File: config.mk
export PLATFORM = sky130hd
export DESIGN_NAME = ecc_point_mult
export DESIGN_NICKNAME = d
export VERILOG_FILES = /design/src/rtl/ecc_point_mult.sv
export SDC_FILE = /design/constraint.sdc
export NUM_CORES = 1
export LEC_CHECK = 0
export CORE_ASPECT_RATIO = 1.25
export CORE_MARGIN = 2
export CORE_UTILIZATION = 25
export DETAILED_ROUTE_END_ITERATION = 10
export PLACE_DENSITY = 0.51
export SLEW_MARGIN = 15
export SYNTH_ARGS = -nofsm -noshare
export SYNTH_HDL_FRONTEND = slang
export SYNTH_SLANG_ARGS = --single-unit
File: constraint.sdc
create_clock -name i_clk -period 14.5 [get_ports i_clk]
set_input_delay 1.45 -clock i_clk [delete_from_list [all_inputs] [get_ports i_clk]]
set_output_delay 1.45 -clock i_clk [all_outputs]
set_load 0.05 [all_outputs]
File: src/rtl/ecc_point_mult.sv
// rtl/ecc_point_mult.sv - affine double-and-add scalar multiplication Q = k*P over GF(p)
module ecc_point_mult #(
    parameter int W   = 8,
    parameter int K_W = 8
) (
    input  logic           i_clk,
    input  logic           i_rst_n,
    input  logic           i_start,
    input  logic [W-1:0]   i_a,
    input  logic [W-1:0]   i_prime,
    input  logic [W-1:0]   i_px,
    input  logic [W-1:0]   i_py,
    input  logic [K_W-1:0] i_k,
    output logic [W-1:0]   o_kpx,
    output logic [W-1:0]   o_kpy,
    output logic           o_inf,
    output logic           o_err,
    output logic           o_busy,
    output logic           o_done
);

    localparam int KI_W = (K_W > 1) ? $clog2(K_W) : 1;
    localparam int II_W = $clog2(W);
    localparam int CW   = $clog2(W + 1);

    localparam logic [4:0] ST_IDLE     = 5'd0;
    localparam logic [4:0] ST_CHECK    = 5'd1;
    localparam logic [4:0] ST_SCAN     = 5'd2;
    localparam logic [4:0] ST_STEP     = 5'd3;
    localparam logic [4:0] ST_DBL0     = 5'd4;
    localparam logic [4:0] ST_DBL1     = 5'd5;
    localparam logic [4:0] ST_DBL2     = 5'd6;
    localparam logic [4:0] ST_DBL3     = 5'd7;
    localparam logic [4:0] ST_ADD0     = 5'd8;
    localparam logic [4:0] ST_INV0     = 5'd9;
    localparam logic [4:0] ST_INV_SQ   = 5'd10;
    localparam logic [4:0] ST_INV_SQR  = 5'd11;
    localparam logic [4:0] ST_INV_MULR = 5'd12;
    localparam logic [4:0] ST_INV_NEXT = 5'd13;
    localparam logic [4:0] ST_LAMR     = 5'd14;
    localparam logic [4:0] ST_XR       = 5'd15;
    localparam logic [4:0] ST_X2       = 5'd16;
    localparam logic [4:0] ST_Y0       = 5'd17;
    localparam logic [4:0] ST_YR       = 5'd18;
    localparam logic [4:0] ST_MWAIT    = 5'd19;
    localparam logic [4:0] ST_DONE     = 5'd20;

    logic [4:0]     state, ret_st;
    logic [W-1:0]   a_r, p_r, px_r, py_r;
    logic [K_W-1:0] k_r;
    logic [KI_W-1:0] idx;
    logic [W-1:0]   rx, ry;
    logic           r_inf, in_add;
    logic [W-1:0]   num, den, s2, lam, xn, inv_res;
    logic [II_W-1:0] inv_i;
    logic [W-1:0]   inv_e;

    logic           mul_go, mul_run, mul_done;
    logic [W-1:0]   mul_a, mul_b, mul_sh, mul_acc;
    logic [CW-1:0]  mul_cnt;

    // x + y mod m, operands already reduced
    function automatic logic [W-1:0] mod_add(input logic [W-1:0] x, input logic [W-1:0] y,
                                             input logic [W-1:0] m);
        logic [W:0] s;
        s = {1'b0, x} + {1'b0, y};
        if (s >= {1'b0, m}) s = s - {1'b0, m};
        return s[W-1:0];
    endfunction

    // x - y mod m, operands already reduced
    function automatic logic [W-1:0] mod_sub(input logic [W-1:0] x, input logic [W-1:0] y,
                                             input logic [W-1:0] m);
        logic [W:0] d;
        d = {1'b0, x} - {1'b0, y};
        if (x < y) d = d + {1'b0, m};
        return d[W-1:0];
    endfunction

    // One MSB-first interleaved step: 2*acc + sel*x < 3m, so two corrections suffice
    function automatic logic [W-1:0] mul_step(input logic [W-1:0] acc, input logic [W-1:0] x,
                                              input logic sel, input logic [W-1:0] m);
        logic [W+1:0] t;
        t = {1'b0, acc, 1'b0} + (sel ? {2'b00, x} : {(W+2){1'b0}});
        if (t >= {2'b00, m}) t = t - {2'b00, m};
        if (t >= {2'b00, m}) t = t - {2'b00, m};
        return t[W-1:0];
    endfunction

    // Fermat exponent for the inverse
    assign inv_e = p_r - W'(2);

    // Shared sequential modular multiplier: mul_acc = mul_a * mul_b mod p after W steps
    always_ff @(posedge i_clk or negedge i_rst_n) begin
        if (!i_rst_n) begin
            mul_run  <= 1'b0;
            mul_done <= 1'b0;
            mul_acc  <= '0;
            mul_sh   <= '0;
            mul_cnt  <= '0;
        end else begin
            mul_done <= 1'b0;
            if (mul_go) begin
                mul_acc <= '0;
                mul_sh  <= mul_b;
                mul_cnt <= CW'(W);
                mul_run <= 1'b1;
            end else if (mul_run) begin
                mul_acc <= mul_step(mul_acc, mul_a, mul_sh[W-1], p_r);
                mul_sh  <= mul_sh << 1;
                mul_cnt <= mul_cnt - CW'(1);
                if (mul_cnt == CW'(1)) begin
                    mul_run  <= 1'b0;
                    mul_done <= 1'b1;
                end
            end
        end
    end

    // Control sequencer: scalar scan, point double/add micro-steps and Fermat inverse
    always_ff @(posedge i_clk or negedge i_rst_n) begin
        if (!i_rst_n) begin
            state   <= ST_IDLE;
            ret_st  <= ST_IDLE;
            a_r     <= '0;
            p_r     <= '0;
            px_r    <= '0;
            py_r    <= '0;
            k_r     <= '0;
            idx     <= '0;
            rx      <= '0;
            ry      <= '0;
            r_inf   <= 1'b0;
            in_add  <= 1'b0;
            num     <= '0;
            den     <= '0;
            s2      <= '0;
            lam     <= '0;
            xn      <= '0;
            inv_res <= '0;
            inv_i   <= '0;
            mul_go  <= 1'b0;
            mul_a   <= '0;
            mul_b   <= '0;
            o_kpx   <= '0;
            o_kpy   <= '0;
            o_inf   <= 1'b0;
            o_err   <= 1'b0;
            o_busy  <= 1'b0;
            o_done  <= 1'b0;
        end else begin
            mul_go <= 1'b0;
            o_done <= 1'b0;
            case (state)
                ST_IDLE: begin
                    if (i_start) begin
                        a_r    <= i_a;
                        p_r    <= i_prime;
                        px_r   <= i_px;
                        py_r   <= i_py;
                        k_r    <= i_k;
                        o_kpx  <= '0;
                        o_kpy  <= '0;
                        o_inf  <= 1'b0;
                        o_err  <= 1'b0;
                        o_busy <= 1'b1;
                        state  <= ST_CHECK;
                    end
                end
                ST_CHECK: begin
                    rx     <= '0;
                    ry     <= '0;
                    r_inf  <= 1'b1;
                    in_add <= 1'b0;
                    idx    <= KI_W'(K_W - 1);
                    if (p_r < W'(3) || !p_r[0] || px_r >= p_r || py_r >= p_r) begin
                        o_err  <= 1'b1;
                        o_busy <= 1'b0;
                        o_done <= 1'b1;
                        state  <= ST_DONE;
                    end else if (k_r == '0) begin
                        o_inf  <= 1'b1;
                        o_busy <= 1'b0;
                        o_done <= 1'b1;
                        state  <= ST_DONE;
                    end else begin
                        state <= ST_SCAN;
                    end
                end
                ST_SCAN: begin
                    // leading set bit just loads R = P; in_add marks the bit as consumed
                    if (k_r[idx]) begin
                        rx     <= px_r;
                        ry     <= py_r;
                        r_inf  <= 1'b0;
                        in_add <= 1'b1;
                        state  <= ST_STEP;
                    end else begin
                        idx <= idx - KI_W'(1);
                    end
                end
                ST_STEP: begin
                    if (!in_add && k_r[idx]) begin
                        in_add <= 1'b1;
                        state  <= ST_ADD0;
                    end else begin
                        in_add <= 1'b0;
                        if (idx == '0) begin
                            o_kpx  <= rx;
                            o_kpy  <= ry;
                            o_inf  <= r_inf;
                            o_busy <= 1'b0;
                            o_done <= 1'b1;
                            state  <= ST_DONE;
                        end else begin
                            idx   <= idx - KI_W'(1);
                            state <= ST_DBL0;
                        end
                    end
                end
                ST_DBL0: begin
                    if (r_inf || ry == '0) begin
                        r_inf <= 1'b1;
                        rx    <= '0;
                        ry    <= '0;
                        state <= ST_STEP;
                    end else begin
                        mul_a  <= rx;
                        mul_b  <= rx;
                        mul_go <= 1'b1;
                        ret_st <= ST_DBL1;
                        state  <= ST_MWAIT;
                    end
                end
                ST_DBL1: begin
                    num   <= mod_add(mul_acc, mul_acc, p_r);
                    den   <= mod_add(ry, ry, p_r);
                    state <= ST_DBL2;
                end
                ST_DBL2: begin
                    num   <= mod_add(num, mul_acc, p_r);
                    state <= ST_DBL3;
                end
                ST_DBL3: begin
                    num   <= mod_add(num, a_r, p_r);
                    s2    <= rx;
                    state <= ST_INV0;
                end
                ST_ADD0: begin
                    if (r_inf) begin
                        rx    <= px_r;
                        ry    <= py_r;
                        r_inf <= 1'b0;
                        state <= ST_STEP;
                    end else if (rx == px_r && mod_add(ry, py_r, p_r) == '0) begin
                        r_inf <= 1'b1;
                        rx    <= '0;
                        ry    <= '0;
                        state <= ST_STEP;
                    end else if (rx == px_r && ry == py_r) begin
                        state <= ST_DBL0;
                    end else begin
                        num   <= mod_sub(py_r, ry, p_r);
                        den   <= mod_sub(px_r, rx, p_r);
                        s2    <= px_r;
                        state <= ST_INV0;
                    end
                end
                ST_INV0: begin
                    inv_res <= W'(1);
                    inv_i   <= II_W'(W - 1);
                    state   <= ST_INV_SQ;
                end
                ST_INV_SQ: begin
                    mul_a  <= inv_res;
                    mul_b  <= inv_res;
                    mul_go <= 1'b1;
                    ret_st <= ST_INV_SQR;
                    state  <= ST_MWAIT;
                end
                ST_INV_SQR: begin
                    inv_res <= mul_acc;
                    if (inv_e[inv_i]) begin
                        mul_a  <= mul_acc;
                        mul_b  <= den;
                        mul_go <= 1'b1;
                        ret_st <= ST_INV_MULR;
                        state  <= ST_MWAIT;
                    end else begin
                        state <= ST_INV_NEXT;
                    end
                end
                ST_INV_MULR: begin
                    inv_res <= mul_acc;
                    state   <= ST_INV_NEXT;
                end
                ST_INV_NEXT: begin
                    if (inv_i == '0) begin
                        mul_a  <= num;
                        mul_b  <= inv_res;
                        mul_go <= 1'b1;
                        ret_st <= ST_LAMR;
                        state  <= ST_MWAIT;
                    end else begin
                        inv_i <= inv_i - II_W'(1);
                        state <= ST_INV_SQ;
                    end
                end
                ST_LAMR: begin
                    lam    <= mul_acc;
                    mul_a  <= mul_acc;
                    mul_b  <= mul_acc;
                    mul_go <= 1'b1;
                    ret_st <= ST_XR;
                    state  <= ST_MWAIT;
                end
                ST_XR: begin
                    xn    <= mod_sub(mul_acc, rx, p_r);
                    state <= ST_X2;
                end
                ST_X2: begin
                    // s2 is Rx for a double, Px for an add
                    xn    <= mod_sub(xn, s2, p_r);
                    state <= ST_Y0;
                end
                ST_Y0: begin
                    mul_a  <= lam;
                    mul_b  <= mod_sub(rx, xn, p_r);
                    mul_go <= 1'b1;
                    ret_st <= ST_YR;
                    state  <= ST_MWAIT;
                end
                ST_YR: begin
                    ry    <= mod_sub(mul_acc, ry, p_r);
                    rx    <= xn;
                    r_inf <= 1'b0;
                    state <= ST_STEP;
                end
                ST_MWAIT: begin
                    if (mul_done) state <= ret_st;
                end
                ST_DONE: begin
                    state <= ST_IDLE;
                end
                default: begin
                    state <= ST_IDLE;
                end
            endcase
        end
    end

endmodule

==> impl_metrics.tcl, run 1 <==
set metrics [dict create \
    ctsResizeCount 0 \
    holdCritStartpoint "mul_b[4]" \
    ys_seq_area_frac 0.261 \
    cp-end-kind "flop" \
    setup_viol 0 \
    cts-buffers-inserted 17 \
    hold_class "flop to flop" \
    gr-total-overflow 0 \
    postCtsSetupRepairBufs 0 \
    fillers 7262 \
    vias 15600 \
    drtIter0Drc 1166 \
    ios 63 \
    layout_commonest_cell "ha_1" \
    post-route-min-period_ns 6.01 \
    wirelength_mm 61.6 \
    nets 2261 \
    cts_root_buf "clkbuf_16" \
    cts_tree "done" \
    antenna_found_initial 1 \
    cts_buffer_depth 2 \
    final_cell_mix "ha_1, dfrtp_1, nor2_1" \
    hold_viol 0 \
    slowest_delay_ns 0.86 \
    hpwl_mm 47.0 \
    reg2reg_slack_ns 8.49 \
    crit_buf_inv 2 \
    r2r-end "mul_acc[6]" \
    critPathLaunchType "flop" \
    synth_edf_count 0 \
    fp.dieW_um 240 \
    required_ns 14.84 \
    rsz0062_at_grt "no" \
    core_area_mm2 0.0684 \
    gp_congestion 0.909 \
    crit_path_top_delay_cell "dfrtp_1" \
    synthFlopType "dfrtp_1" \
    area_growth_pct 13.6 \
    die_area_mm2 0.0715 \
    tightest_slew_ns 1.05 \
    path_cells "inv_1 -> ha_1 -> o21a_1 -> o31a_1 -> o211a_1 -> nor2_1 -> nand2_1 -> mux2_2 -> ha_1 -> inv_1 -> fa_1 -> a21o_1 -> a21oi_1 -> o21ai_0 -> o211ai_1 -> o211ai_1 -> nand4bb_1 -> a2111oi_0" \
    grt_max_degree 82 \
    finalCritPeriodShare 0.414 \
    drive_gt1_frac 0.0876 \
    placementRows 107 \
    syn_avg_cell_area_um2 8.89 \
    relSlewSlack 0.296 \
    start_util 0.253 \
    arrival_ns 6.35 \
    h-tree-depth 4 \
    setup_tns_ns 0 \
    synthCells 1949 \
    reg2reg_depth 18 \
    yosysWarnings 0 \
    timing.critical_path.from "p_r[3]" \
    slew_violations 0 \
    grt_first_pass_wirelength_mm 94.4 \
    cts_hold_buf 0 \
    timing.fmax_ghz 0.167 \
    die_h_um 298 \
    reg2reg_from "p_r[3]" \
    path_clk_slew_ns 0.07 \
    regArea_mm2 0.00453 \
    syn-num-nets 2215 \
    fin_util 0.288 \
    clock_latency_ns 0.47 \
    multiInputGateArea_mm2 0.0121 \
    crit_family "compound AO/OA/AOI/OAI gates" \
    wire_per_inst_um 21.0 \
    synth_seq_cells 181 \
    critPathMaxFanout 14 \
    ant_nets 0 \
    synthArstFlopShare 1.00 \
    grt_pass1_vias 15600 \
    synthDistinctLibCells 89 \
    viasPerCell 5.32 \
    status "finished clean" \
    worstSetupPathType "flop to flop" \
    fin_worst_skew_ns 0.0136 \
    drv_cap 0 \
    portBuffers 62 \
    cts_sinks 181 \
    path_depth 18 \
    drc_errors 0 \
    endpoint "mul_acc[6]" \
    track_usage 0.172 \
    synth_area_mm2 0.0173 \
    first_pass_iters 6 \
]
## synth_stat cells (24+ instances only)
master	number	area (um2)
a211oi_1	45	338
nand3_1	30	150
nand2_1	123	462
inv_1	118	443
o21a_1	33	248
ha_1	200	2500
a21o_1	38	285
or3_1	24	150
o21ai_0	100	500
clkbuf_1	42	158
a21oi_1	119	596
nor2_1	162	608
nor2b_1	36	225
mux2i_1	64	641
nor3_1	62	310
dfrtp_1	181	4530
xor2_1	43	377
xnor2_1	66	578
mux2_2	71	800
## sequential cells by signal (all words and copies together), names as in the netlist, 4 cells and up
signal / flops
a_r: 8
den: 8
inv_res: 8
k_r: 8
lam: 8
mul_a: 8
mul_acc: 8
mul_b: 8
mul_cnt: 4
mul_sh: 8
num: 8
o_kpx: 8
o_kpy: 8
p_r: 8
px_r: 8
py_r: 8
ret_st: 5
rx: 8
ry: 8
s2: 8
state: 5
xn: 8
## cell type report
type                       count  share of cell area
multi-input combinational   1584               0.615
sequential                   181               0.230
tap                          926              0.0588
timing repair buffer          92              0.0431
clock buffer                  20              0.0232
inverter                     119              0.0227
clock inverter                12             0.00731
antenna                        1            0.000127
## metrics by stage
stage	hold WS (ns)	cell area [um2]	setup WS, ns	cells
finish	0.498	19700	8.49	2935
global route	0.526	19700	7.92	2934
CTS	0.503	19700	8.55	2934
detailed placement	0.483	19100	8.56	2902
global placement	0.474	19100	8.69	2902
floorplan	0.451	17300	9.43	1949
## worst register-to-register path, stage by stage, from the launching register on
cell	delay, ns
dfrtp_1	0.86
inv_1	0.60
ha_1	0.56
o21a_1	0.21
o31a_1	0.13
o211a_1	0.27
nor2_1	0.11
nand2_1	0.23
mux2_2	0.35
ha_1	0.17
inv_1	0.06
fa_1	0.40
a21o_1	0.19
a21oi_1	0.22
o21ai_0	0.18
o211ai_1	0.22
o211ai_1	0.13
nand4bb_1	0.50
a2111oi_0	0.48
## layer usage
metal / vias to the layer above / part of all wire / global-route usage
met5: - / 0.00019 / 0
met4: 2 / 0.042 / 0.0754
met3: 143 / 0.046 / 0.0210
met2: 504 / 0.48 / 0.294
met1: 7661 / 0.43 / 0.217
li1: 7318 / - / -
## worst min-delay path by stage
stage / endpoint / slack, ns / depth (start not counted)
6_report: mul_b[4] / 0.50 / 1
5_1_grt: lam[0] / 0.53 / 1
4_1_cts: mul_b[4] / 0.50 / 1
3_5_place_dp: mul_sh[6] / 0.48 / 2
3_3_place_gp: mul_sh[4] / 0.47 / 2
2_1_floorplan: mul_sh[6] / 0.45 / 2
## logic make-up (layout without fill, tap and decap cells)
kind of cell,after synthesis,count (layout),synth area share
AOI/OAI and AO/OA,566,566,0.227
and+or+nand+nor,545,545,0.153
adders and majority gates,223,223,0.171
buffers and inverters,184,243,0.0424
DFF,181,181,0.261
muxes,138,138,0.0870
xor gates and xnor gates,112,112,0.0590
other,0,1,0
Power of run 1 is not shown: default switching activity piles up to over one toggle a cycle in this logic, so the estimate is an artifact.
==> inputs of run 2 (changes only) <==
--- a/config.mk
+++ b/config.mk
@@ -9,7 +9,7 @@
 export CORE_MARGIN = 2
 export CORE_UTILIZATION = 25
 export DETAILED_ROUTE_END_ITERATION = 10
-export PLACE_DENSITY = 0.51
+export PLACE_DENSITY = 0.53
 export SLEW_MARGIN = 15
 export SYNTH_ARGS = -nofsm -noshare
 export SYNTH_HDL_FRONTEND = slang
==> constraint.sdc (replaced) <==
create_clock -name i_clk -period 5 [get_ports i_clk]
set_input_delay 0.5 -clock i_clk [delete_from_list [all_inputs] [get_ports i_clk]]
set_output_delay 0.5 -clock i_clk [all_outputs]
set_load 0.05 [all_outputs]
==> impl_metrics.tcl, run 2 (synthesis results as in run 1) <==
set metrics [dict create \
    status "finished clean" \
    antenna_cells 0 \
    hold_ws_ns 0.0951 \
    worstSetupPathType "flop to flop" \
    timing.critical_path.from "mul_sh[7]" \
    arrival_ns 5.31 \
    required_ns 5.37 \
    fp.dieW_um 240 \
    critPathMaxFanout 9 \
    cts-buffers-inserted 17 \
    setup_viol 0 \
    start_util 0.253 \
    path_clk_slew_ns 0.08 \
    vias 15800 \
    cts_buffer_depth 2 \
    cts_root_buf "clkbuf_16" \
    reg2reg_depth 25 \
    gp_congestion 0.915 \
    drc_errors 0 \
    timing.fmax_ghz 0.203 \
    grt_pass1_vias 15900 \
    hpwl_mm 46.7 \
    tightest_slew_ns 1.17 \
    drv_cap 0 \
    drive_gt1_frac 0.132 \
    gr-total-overflow 0 \
    ant_nets 0 \
    die_h_um 298 \
    grt_use_met3 0.0201 \
    cp-end-kind "flop" \
    layout_commonest_cell "ha_1" \
    track_usage 0.173 \
    fin_worst_skew_ns 0.0145 \
    use_met1 0.215 \
    first_pass_iters 9 \
    core_area_mm2 0.0684 \
    ios 63 \
    wirelength_mm 61.7 \
    grt_first_pass_wirelength_mm 94.8 \
    die_area_mm2 0.0715 \
    r2r-end "mul_acc[3]" \
    cts_hold_buf 0 \
    portBuffers 62 \
    slew_violations 0 \
    rsz0062_at_grt "yes" \
    area_growth_pct 18.0 \
    gr-max-usage-layer "met2" \
    antenna_found_initial 0 \
    final_cell_mix "ha_1, dfrtp_1, nor2_1" \
    pre_cts_slack_ns -0.386 \
    grt_max_degree 94 \
    fin_ws_ns 0.0631 \
    wire_per_inst_um 20.6 \
    reg2reg_slack_ns 0.06 \
    h-tree-depth 4 \
    nets 2328 \
    drtIter0Drc 1242 \
    clock_latency_ns 0.48 \
    critPathLaunchType "flop" \
    cts_sinks 181 \
    relSlewSlack 0.218 \
    finalCritPeriodShare 0.987 \
    viasPerCell 5.26 \
    placementRows 107 \
    hold_viol 0 \
    cts_tree "done" \
    hold_class "input pin to asynchronous set/reset pin" \
    post-route-min-period_ns 4.94 \
    met2_usage 0.301 \
    reg2reg_from "mul_sh[7]" \
]
run 2: layout make-up:
cell class | count | area (um2)
clock inverters | 14 | 235
multi-input cells | 1584 | 12300
well taps | 926 | 1160
clock buffers | 17 | 425
flip-flops and latches | 181 | 4530
repair buffers | 159 | 1390
fillers | 7231 | 48000
inverters | 119 | 447
run 2: timing repair:
item / in CTS / in global routing
pin swaps: 10 / 23
endpoints found under the setup margin: 8 / 8
resized for setup: 18 / 28
endpoints found under the hold margin: 0 / 0
buffers inserted: 4 / 5
run 2: how the worst max path moves through the flow:
stage / end / cells past startpoint
final: mul_acc[3] / 25
after global routing: mul_acc[3] / 26
after CTS: mul_acc[1] / 24
after detailed placement: mul_acc[6] / 24
after global placement: mul_acc[1] / 24
after floorplan: mul_acc[4] / 24
run 2: per-layer routing:
metal	part of all wire	up-vias	wire length [um]
li1	-	7457	-
met1	0.43	7761	26300
met5	0	-	0
met3	0.043	106	2620
met2	0.49	454	30500
met4	0.036	0	2230
run 2: stage by stage:
stage	setup TNS (ns)	std cells	area [um2]	utilization
2_1_floorplan	0	1949	17300	-
4_1_cts	0	2995	20300	0.296
5_1_grt	-1.03	3000	20500	0.299
3_3_place_gp	-1.72	2960	19500	0.286
6_report	0	3000	20500	0.299
3_5_place_dp	-2.09	2960	19500	0.286
run 2: worst max-delay path, cell delays in order, from the launching register on:
cell       delay [ns]
dfrtp_1          0.41
and2_1           0.17
ha_2             0.17
buf_4            0.14
a211oi_4         0.24
o21bai_1         0.11
a21oi_1          0.16
xnor2_1          0.11
ha_1             0.21
or3_4            0.39
o211a_1          0.26
nor2_2           0.10
nand2_2          0.08
mux2_4           0.23
ha_4             0.13
inv_2            0.04
fa_2             0.36
a21o_1           0.18
a21oi_2          0.18
o21ai_2          0.09
o211ai_1         0.18
o211ai_1         0.12
nand4bb_1        0.21
buf_6            0.20
mux2i_1          0.12
a211oi_1         0.23
Power of run 2 is left out for the same reason.
==> inputs of run 3 (changes only) <==
--- a/config.mk
+++ b/config.mk
@@ -6,7 +6,6 @@
 export NUM_CORES = 1
 export LEC_CHECK = 0
 export CORE_ASPECT_RATIO = 1.25
-export CORE_MARGIN = 2
 export CORE_UTILIZATION = 25
 export DETAILED_ROUTE_END_ITERATION = 10
 export PLACE_DENSITY = 0.53
==> impl_metrics.tcl, run 3 (synthesis results as in run 1) <==
set metrics [dict create \
    status "finished clean" \
    cts_sinks 181 \
    finalCritPeriodShare 0.988 \
    multiInputGateArea_mm2 0.0123 \
    track_usage 0.173 \
    arrival_ns 5.31 \
    worstSetupPathType "flop to flop" \
    antenna_cells 0 \
    cts_tree "done" \
    grt_first_pass_wirelength_mm 93.4 \
    wire_per_inst_um 20.4 \
    fillers 7277 \
    nets 2328 \
    clock_latency_ns 0.48 \
    drv_cap 0 \
    core_area_mm2 0.0684 \
    setup_viol 0 \
    reg2reg_from "mul_sh[7]" \
    regArea_mm2 0.00453 \
    layout_commonest_cell "ha_1" \
    cts_root_buf "clkbuf_16" \
    vias 15900 \
    hold_class "input pin to asynchronous set/reset pin" \
    cp-end-kind "flop" \
    endpoint "mul_acc[3]" \
    start_util 0.253 \
    required_ns 5.38 \
    grt_pass1_vias 15700 \
    reg2reg_slack_ns 0.06 \
    design_area_mm2 0.0204 \
    r2r-end "mul_acc[3]" \
    tightest_slew_ns 1.16 \
    pre_cts_slack_ns -0.367 \
    fp.dieW_um 238 \
    critPathMaxFanout 4 \
    post-route-min-period_ns 4.94 \
    drtIter0Drc 1176 \
    portBuffers 62 \
    hpwl_mm 47.1 \
    cts_buffer_depth 2 \
    path_clk_slew_ns 0.08 \
    gr-total-overflow 0 \
    reg2reg_depth 24 \
    gp_congestion 0.913 \
    area_growth_pct 17.7 \
    timing.fmax_ghz 0.202 \
    ant_nets 0 \
    relSlewSlack 0.228 \
    cts-buffers-inserted 17 \
    fin_worst_skew_ns 0.0190 \
    placementRows 107 \
    fin_ws_ns 0.0615 \
    drive_gt1_frac 0.133 \
    first_pass_iters 6 \
    antenna_found_initial 1 \
    wirelength_mm 61.3 \
    rsz0062_at_grt "yes" \
    slew_violations 0 \
    grt_max_degree 104 \
    die_area_mm2 0.0704 \
    die_h_um 296 \
    timing.critical_path.from "mul_sh[7]" \
    fin_util 0.298 \
    drc_errors 0 \
    final_cell_mix "ha_1, dfrtp_1, nor2_1" \
    critPathLaunchType "flop" \
    viasPerCell 5.30 \
    ios 63 \
    hold_viol 0 \
    setup_tns_ns 0 \
    h-tree-depth 4 \
    place_area_mm2 0.0195 \
]
==> run 3: through the flow <==
stage	hold WS, ns	std cells
after CTS	0.159	2994
after floorplan	0.204	1949
after global routing	0.187	3001
after detailed placement	0.480	2960
final	0.117	3001
after global placement	0.481	2960
==> run 3: metal layers <==
metal  part of all wire  track usage  up-vias
met5                  0            0        -
li1                   -            -     7471
met4              0.042       0.0776        0
met2               0.48        0.300      481
met3              0.045       0.0182      128
met1               0.43        0.217     7828
==> run 3: worst min-delay path by stage <==
stage / from / end / slack [ns]
final: i_rst_n / py_r[2] / 0.12
after global routing: i_rst_n / py_r[2] / 0.19
after CTS: i_rst_n / py_r[2] / 0.16
after detailed placement: mul_b[2] / mul_sh[2] / 0.48
after global placement: mul_b[2] / mul_sh[2] / 0.48
after floorplan: i_rst_n / a_r[0] / 0.20
==> run 3: layout make-up <==
type | instances | share of cell area
Inverter | 119 | 0.0219
Tap cell | 926 | 0.0568
Sequential cell | 181 | 0.222
Clock buffer | 18 | 0.0210
Multi-Input combinational cell | 1584 | 0.602
Timing Repair Buffer | 159 | 0.0678
Clock inverter | 14 | 0.00834
==> run 3: timing repair <==
item,CTS,global route
pin swaps,8,30
hold buffers,0,0
buffers inserted,2,7
resized for setup,16,35
endpoints found under the setup margin,8,8
==> run 3: critical path: stages, from the launching register on <==
cell       delay, ns
dfrtp_1         0.41
and2_1          0.16
ha_2            0.19
inv_2           0.04
fa_2            0.58
inv_1           0.06
ha_1            0.28
nor2b_1         0.15
o31a_1          0.26
o211a_1         0.24
nor2_2          0.12
nand2_2         0.08
mux2_4          0.22
ha_4            0.13
inv_2           0.04
fa_2            0.36
a21o_1          0.18
a21oi_2         0.17
o21ai_2         0.08
o211ai_1        0.19
o211ai_1        0.12
nand4bb_1       0.24
buf_4           0.20
mux2i_2         0.14
a211oi_1        0.20
Power of run 3 is left out for the same reason.
